$ cat config.mk
export PLATFORM = sky130hd
export DESIGN_NAME = pipe_stage_skid
export DESIGN_NICKNAME = d
export VERILOG_FILES = /design/src/rtl/pipe_stage_skid.sv
export SDC_FILE = /design/constraint.sdc
export NUM_CORES = 1
export LEC_CHECK = 0
export BUFFER_PORTS_ARGS = -buffer_cell sky130_fd_sc_hd__clkbuf_2
export CORE_ASPECT_RATIO = 0.75
export CORE_MARGIN = 10
export CORE_UTILIZATION = 49
export CTS_CLUSTER_SIZE = 28
export DETAILED_ROUTE_END_ITERATION = 12
export PLACE_DENSITY = 0.76
export SKIP_CTS_REPAIR_TIMING = 1
export SYNTH_ARGS = -nofsm -noshare
export SYNTH_HDL_FRONTEND = slang
export SYNTH_SLANG_ARGS = --single-unit
export TNS_END_PERCENT = 20
$ cat constraint.sdc
create_clock -name clk -period 3.2 [get_ports clk]
set_clock_uncertainty 0.05 [all_clocks]
set_input_delay 0.32 -clock clk [delete_from_list [all_inputs] [get_ports clk]]
set_output_delay 0.32 -clock clk [all_outputs]
set_load 0.01 [all_outputs]
$ cat src/rtl/pipe_stage_skid.sv
`default_nettype none
// ============================================================================
// Module   : pipe_stage_skid
// Brief    : Parametrised inter-stage pipeline register with valid/ready
//            handshake, 2-entry skid buffer (registered up_ready), flush with
//            bubble insertion and saturating stall/drop counters.
// Revision : 1.0 - initial release
// ============================================================================
module pipe_stage_skid #(
  parameter int DATA_W     = 35,
  parameter int CTRL_W     = 13,
  parameter int CLEAR_DATA = 1,
  parameter int CNT_W      = 16
) (
  input  logic              clk,
  input  logic              reset,
  input  logic              flush,
  input  logic              cnt_clr,
  input  logic              up_valid,
  output logic              up_ready,
  input  logic [DATA_W-1:0] up_data,
  input  logic [CTRL_W-1:0] up_ctrl,
  output logic              dn_valid,
  input  logic              dn_ready,
  output logic [DATA_W-1:0] dn_data,
  output logic [CTRL_W-1:0] dn_ctrl,
  output logic [CNT_W-1:0]  stall_cnt,
  output logic [CNT_W-1:0]  drop_cnt
);

  localparam int SUM_W = CNT_W + 2;
  localparam logic [SUM_W-1:0] C_CNT_MAX = {2'b00, {CNT_W{1'b1}}};

  typedef enum logic [1:0] {
    ST_EMPTY = 2'd0,
    ST_ONE   = 2'd1,
    ST_FULL  = 2'd2
  } state_t;

  state_t              state_q, state_d;
  logic [DATA_W-1:0]   main_data_q, main_data_d;
  logic [CTRL_W-1:0]   main_ctrl_q, main_ctrl_d;
  logic [DATA_W-1:0]   skid_data_q, skid_data_d;
  logic [CTRL_W-1:0]   skid_ctrl_q, skid_ctrl_d;
  logic                up_ready_q, up_ready_d;
  logic [CNT_W-1:0]    stall_q, stall_d;
  logic [CNT_W-1:0]    drop_q, drop_d;

  logic                acc;
  logic                pop;
  logic [1:0]          held;
  logic [1:0]          drop_inc;
  logic [SUM_W-1:0]    stall_sum;
  logic [SUM_W-1:0]    drop_sum;

  assign dn_valid  = (state_q != ST_EMPTY);
  assign acc       = up_valid & up_ready_q;
  assign pop       = dn_valid & dn_ready;
  assign up_ready  = up_ready_q;
  assign dn_data   = main_data_q;
  // Empty slots present as bubbles: control forced to the no-op encoding.
  assign dn_ctrl   = dn_valid ? main_ctrl_q : '0;
  assign stall_cnt = stall_q;
  assign drop_cnt  = drop_q;

  // Entries squashed by a flush: held ones not leaving this cycle plus any accept.
  always_comb begin
    held = 2'd0;
    case (state_q)
      ST_ONE:  held = 2'd1;
      ST_FULL: held = 2'd2;
      default: held = 2'd0;
    endcase
    drop_inc = held - {1'b0, pop} + {1'b0, acc};
  end

  // Occupancy next-state and slot loading; flush overrides all transitions.
  always_comb begin
    state_d     = state_q;
    main_data_d = main_data_q;
    main_ctrl_d = main_ctrl_q;
    skid_data_d = skid_data_q;
    skid_ctrl_d = skid_ctrl_q;
    if (flush) begin
      state_d     = ST_EMPTY;
      main_ctrl_d = '0;
      skid_ctrl_d = '0;
      if (CLEAR_DATA != 0) begin
        main_data_d = '0;
        skid_data_d = '0;
      end
    end else begin
      case (state_q)
        ST_EMPTY: begin
          if (acc) begin
            state_d     = ST_ONE;
            main_data_d = up_data;
            main_ctrl_d = up_ctrl;
          end
        end
        ST_ONE: begin
          if (acc && pop) begin
            main_data_d = up_data;
            main_ctrl_d = up_ctrl;
          end else if (acc) begin
            state_d     = ST_FULL;
            skid_data_d = up_data;
            skid_ctrl_d = up_ctrl;
          end else if (pop) begin
            state_d = ST_EMPTY;
          end
        end
        ST_FULL: begin
          if (pop) begin
            state_d     = ST_ONE;
            main_data_d = skid_data_q;
            main_ctrl_d = skid_ctrl_q;
          end
        end
        default: state_d = ST_EMPTY;
      endcase
    end
    up_ready_d = (state_d != ST_FULL);
  end

  // Saturating counter updates; clear beats increment.
  always_comb begin
    stall_sum = {2'b00, stall_q} + {{(SUM_W-1){1'b0}}, (dn_valid & ~dn_ready)};
    drop_sum  = {2'b00, drop_q} + {{CNT_W{1'b0}}, (flush ? drop_inc : 2'd0)};
    if (cnt_clr) begin
      stall_d = '0;
      drop_d  = '0;
    end else begin
      stall_d = (stall_sum > C_CNT_MAX) ? {CNT_W{1'b1}} : stall_sum[CNT_W-1:0];
      drop_d  = (drop_sum  > C_CNT_MAX) ? {CNT_W{1'b1}} : drop_sum[CNT_W-1:0];
    end
  end

  // State, slot and registered-ready storage.
  always_ff @(posedge clk or negedge reset) begin
    if (!reset) begin
      state_q     <= ST_EMPTY;
      main_data_q <= '0;
      main_ctrl_q <= '0;
      skid_data_q <= '0;
      skid_ctrl_q <= '0;
      up_ready_q  <= 1'b1;
    end else begin
      state_q     <= state_d;
      main_data_q <= main_data_d;
      main_ctrl_q <= main_ctrl_d;
      skid_data_q <= skid_data_d;
      skid_ctrl_q <= skid_ctrl_d;
      up_ready_q  <= up_ready_d;
    end
  end

  // Performance counter storage.
  always_ff @(posedge clk or negedge reset) begin
    if (!reset) begin
      stall_q <= '0;
      drop_q  <= '0;
    end else begin
      stall_q <= stall_d;
      drop_q  <= drop_d;
    end
  end

endmodule
`default_nettype wire

==> run metrics <==
maximum VDD drop 0.445 mV; Tot GR Track Use 19.6%; port bufs 135; Place WS 189 ps; crit end category flip-flop; FILL cells 973; Setup Crit Path Kind reg -> reg; number of enable flip-flop cells after synthesis 0; # rows 34; largest cells by area after synthesis dfrtp_1, a311oi_1, nand2_1; Top cell by count, worst path ha_1; vias in the first global route 5,393; Avg Cell Area, Syn 10.1 um^2; Hold WC Path Type in -> reg; fraction of layout cells with a size suffix above 1 26.6%; YS warnings 0; Post-synth top cells dfrtp_1, nand2_1, nor2_1; Max-cap violations 0; grt ovf 0; TritonCTS clock tree yes; I/O pin cnt 136; die area 17,200 um^2; DRT Pass-1 Iters 5; Die Height 116 um; fin crit period 3000 ps; Syn Nets 656; RD Place Congestion 0.851; global-route wire length before repair 27.5 mm; Antenna diodes 0; Power Total 0.00454 W; core area 11,800 um^2; final setup violation count 0; sum of negative setup slack 0 ps; Worst path top cell family by delay simple AND/OR/NAND/NOR gates; routed vias/inst 5.79; most area-hungry cell type in the Yosys netlist dfrtp_1; Seq cells post-synth 131; RSZ-0062 raised after global routing false; CTS clk-pin slew, worst paths 60 ps; width of the die 148 um; CP Data Arrival Time 3250 ps; fin nets 776; Buf/Inv on CP 1; routed len/inst 18.6 um; root buffer cell clkbuf_16; DP HPWL 11.1 mm; Cell variety after synth 45; CTS Buf Count 17; CP Max Fanout 7; Yosys top cell area share 54.0%; Synth Instances 595; final wirelength 16.6 mm; clock latency on the worst-skew pair 410 ps; most numerous cell in the Yosys netlist dfrtp_1; routed via count 5,154; Initial Util 50.9%; DRC 0; synthesized area 6020 um^2; Area Growth Syn to Fin 25.4%; FFs w/ async S/R, synth 100%; Largest stage delay, worst path 490 ps; clock sink total 131; Clock Tree Buf Depth 2; Pleak 3.67 nW; R2R setup slack 200 ps; Hold Vio Cnt, Final 0; slack of the critical path 204 ps; fmax 334 MHz; Power Density 602 nW/um^2; Worst-Margin Slew 1230 ps; Slew Limit Fails 0; status complete, no violations; Max-slew headroom 17.5%; Worst Path Required 3450 ps; multi-input logic area 2550 um^2; htree depth 4; initial antenna violation count 0; CP max stage cell or4_4; top_reg_cell synth dfrtp_1; sequential share of the synthesized area 54.4%; post-route ant nets 0; Iter 0 DRT Violations 369; startpoint class of the critical path flip-flop; register area 3280 um^2; worst path cell trace nor2_4 -> nor2b_1 -> ha_1 -> inv_1 -> ha_1 -> xnor2_1 -> xnor2_1 -> and2_1 -> ha_1 -> a21oi_4 -> or4_4 -> a2111oi_2; period utilisation layout 93.6%; largest net degree at the start of global routing 73
power by group:
group	internal, W	switching, W	total, W
Clock	0.00156	0.000730	0.00229
Sequential	0.00174	0.0000568	0.00180
Combinational	0.000172	0.000286	0.000458
metal layers:
metal / GRT usage [%] / up-vias / wire (um) / part of all wire [%]
met1: 24.9 / 2564 / 6980 / 42
li1: - / 2374 / - / -
met5: 0 / - / 0 / 0
met4: 6.46 / 0 / 245 / 1.5
met2: 31.7 / 192 / 8120 / 49
met3: 5.88 / 24 / 1240 / 7.5
state kept, by name, summed over array words and instances, names as in the netlist:
signal	cells
skid_data_q	35
up_ready	1
dn_data	35
drop_cnt	16
skid_ctrl_q	13
stall_cnt	16
state_q	2
main_ctrl_q	13
worst paths after layout:
path | startpoint | end | depth (start not counted)
hold reg to reg | skid_data_q[24]$_DFFE_PN0P_ | skid_data_q[24]$_DFFE_PN0P_ | 1
hold / removal | up_data[18] | skid_data_q[18]$_DFFE_PN0P_ | 2
setup / recovery | state_q[0]$_DFF_PN0_ | drop_cnt[15]$_DFF_PN0_ | 12
setup reg to reg | state_q[0]$_DFF_PN0_ | drop_cnt[15]$_DFF_PN0_ | 12
min in group asynchronous | reset | main_ctrl_q[8]$_DFFE_PN0P_ | 2
max in group asynchronous | reset | up_ready$_DFF_PN1_ | 3
worst register-to-register path, cell delays in order (launching register included):
cell and delay [ps]:
dfrtp_1 470, nor2_4 120, nor2b_1 60, ha_1 280, inv_1 40, ha_1 180
xnor2_1 130, xnor2_1 120, and2_1 180, ha_1 340, a21oi_4 80, or4_4 490
a2111oi_2 350
area by class of cell:
cell class | count | share of cell area [%]
sequential | 131 | 43.4
inverter | 10 | 0.497
timing repair buffer | 147 | 10.4
clock inverter | 14 | 3.41
clock buffer | 18 | 5.81
tap | 162 | 2.68
multi-input combinational | 408 | 33.8
metrics by stage:
step / cell area [um^2] / utilization [%] / instances / hold slack [ps]
3_5_place_dp: 6840 / 57.8 / 857 / 398
3_3_place_gp: 6840 / 57.8 / 857 / 384
2_1_floorplan: 6040 / - / 595 / -25.6
5_1_grt: 7550 / 63.9 / 890 / 92.1
4_1_cts: 7540 / 63.7 / 889 / -22.0
6_report: 7550 / 63.9 / 890 / 99.5
logic make-up after synthesis:
kind of cell / share of synthesized area, %
compound gates: 18.5
mux: 0.831
xor+xnor: 3.05
fa+ha+maj: 1.58
flops: 54.4
buf+inv: 3.82
simple gates: 17.8
cells in the final DEF (no fill, tap or decap), types with 2 or more instances in the layout:
master / count
dfrtp_1: 130
clkinv_4: 2
nor4b_1: 2
clkbuf_2: 134
inv_1: 10
nor2_1: 59
o21ai_0: 6
a311oi_1: 49
a21oi_1: 23
mux2i_1: 5
ha_1: 6
and4_1: 4
bufinv_16: 7
xor2_1: 12
a22o_1: 48
o21ai_1: 3
nand3_1: 8
and3_1: 2
clkbuf_16: 17
buf_4: 11
nand4_1: 10
clkinvlp_4: 2
nor2b_1: 15
nor3_1: 5
xnor2_1: 9
nand2_1: 111
clkinv_2: 3
nor4_1: 2
nor2_4: 2
and2_1: 5
Power figures use the tool's default switching activity.
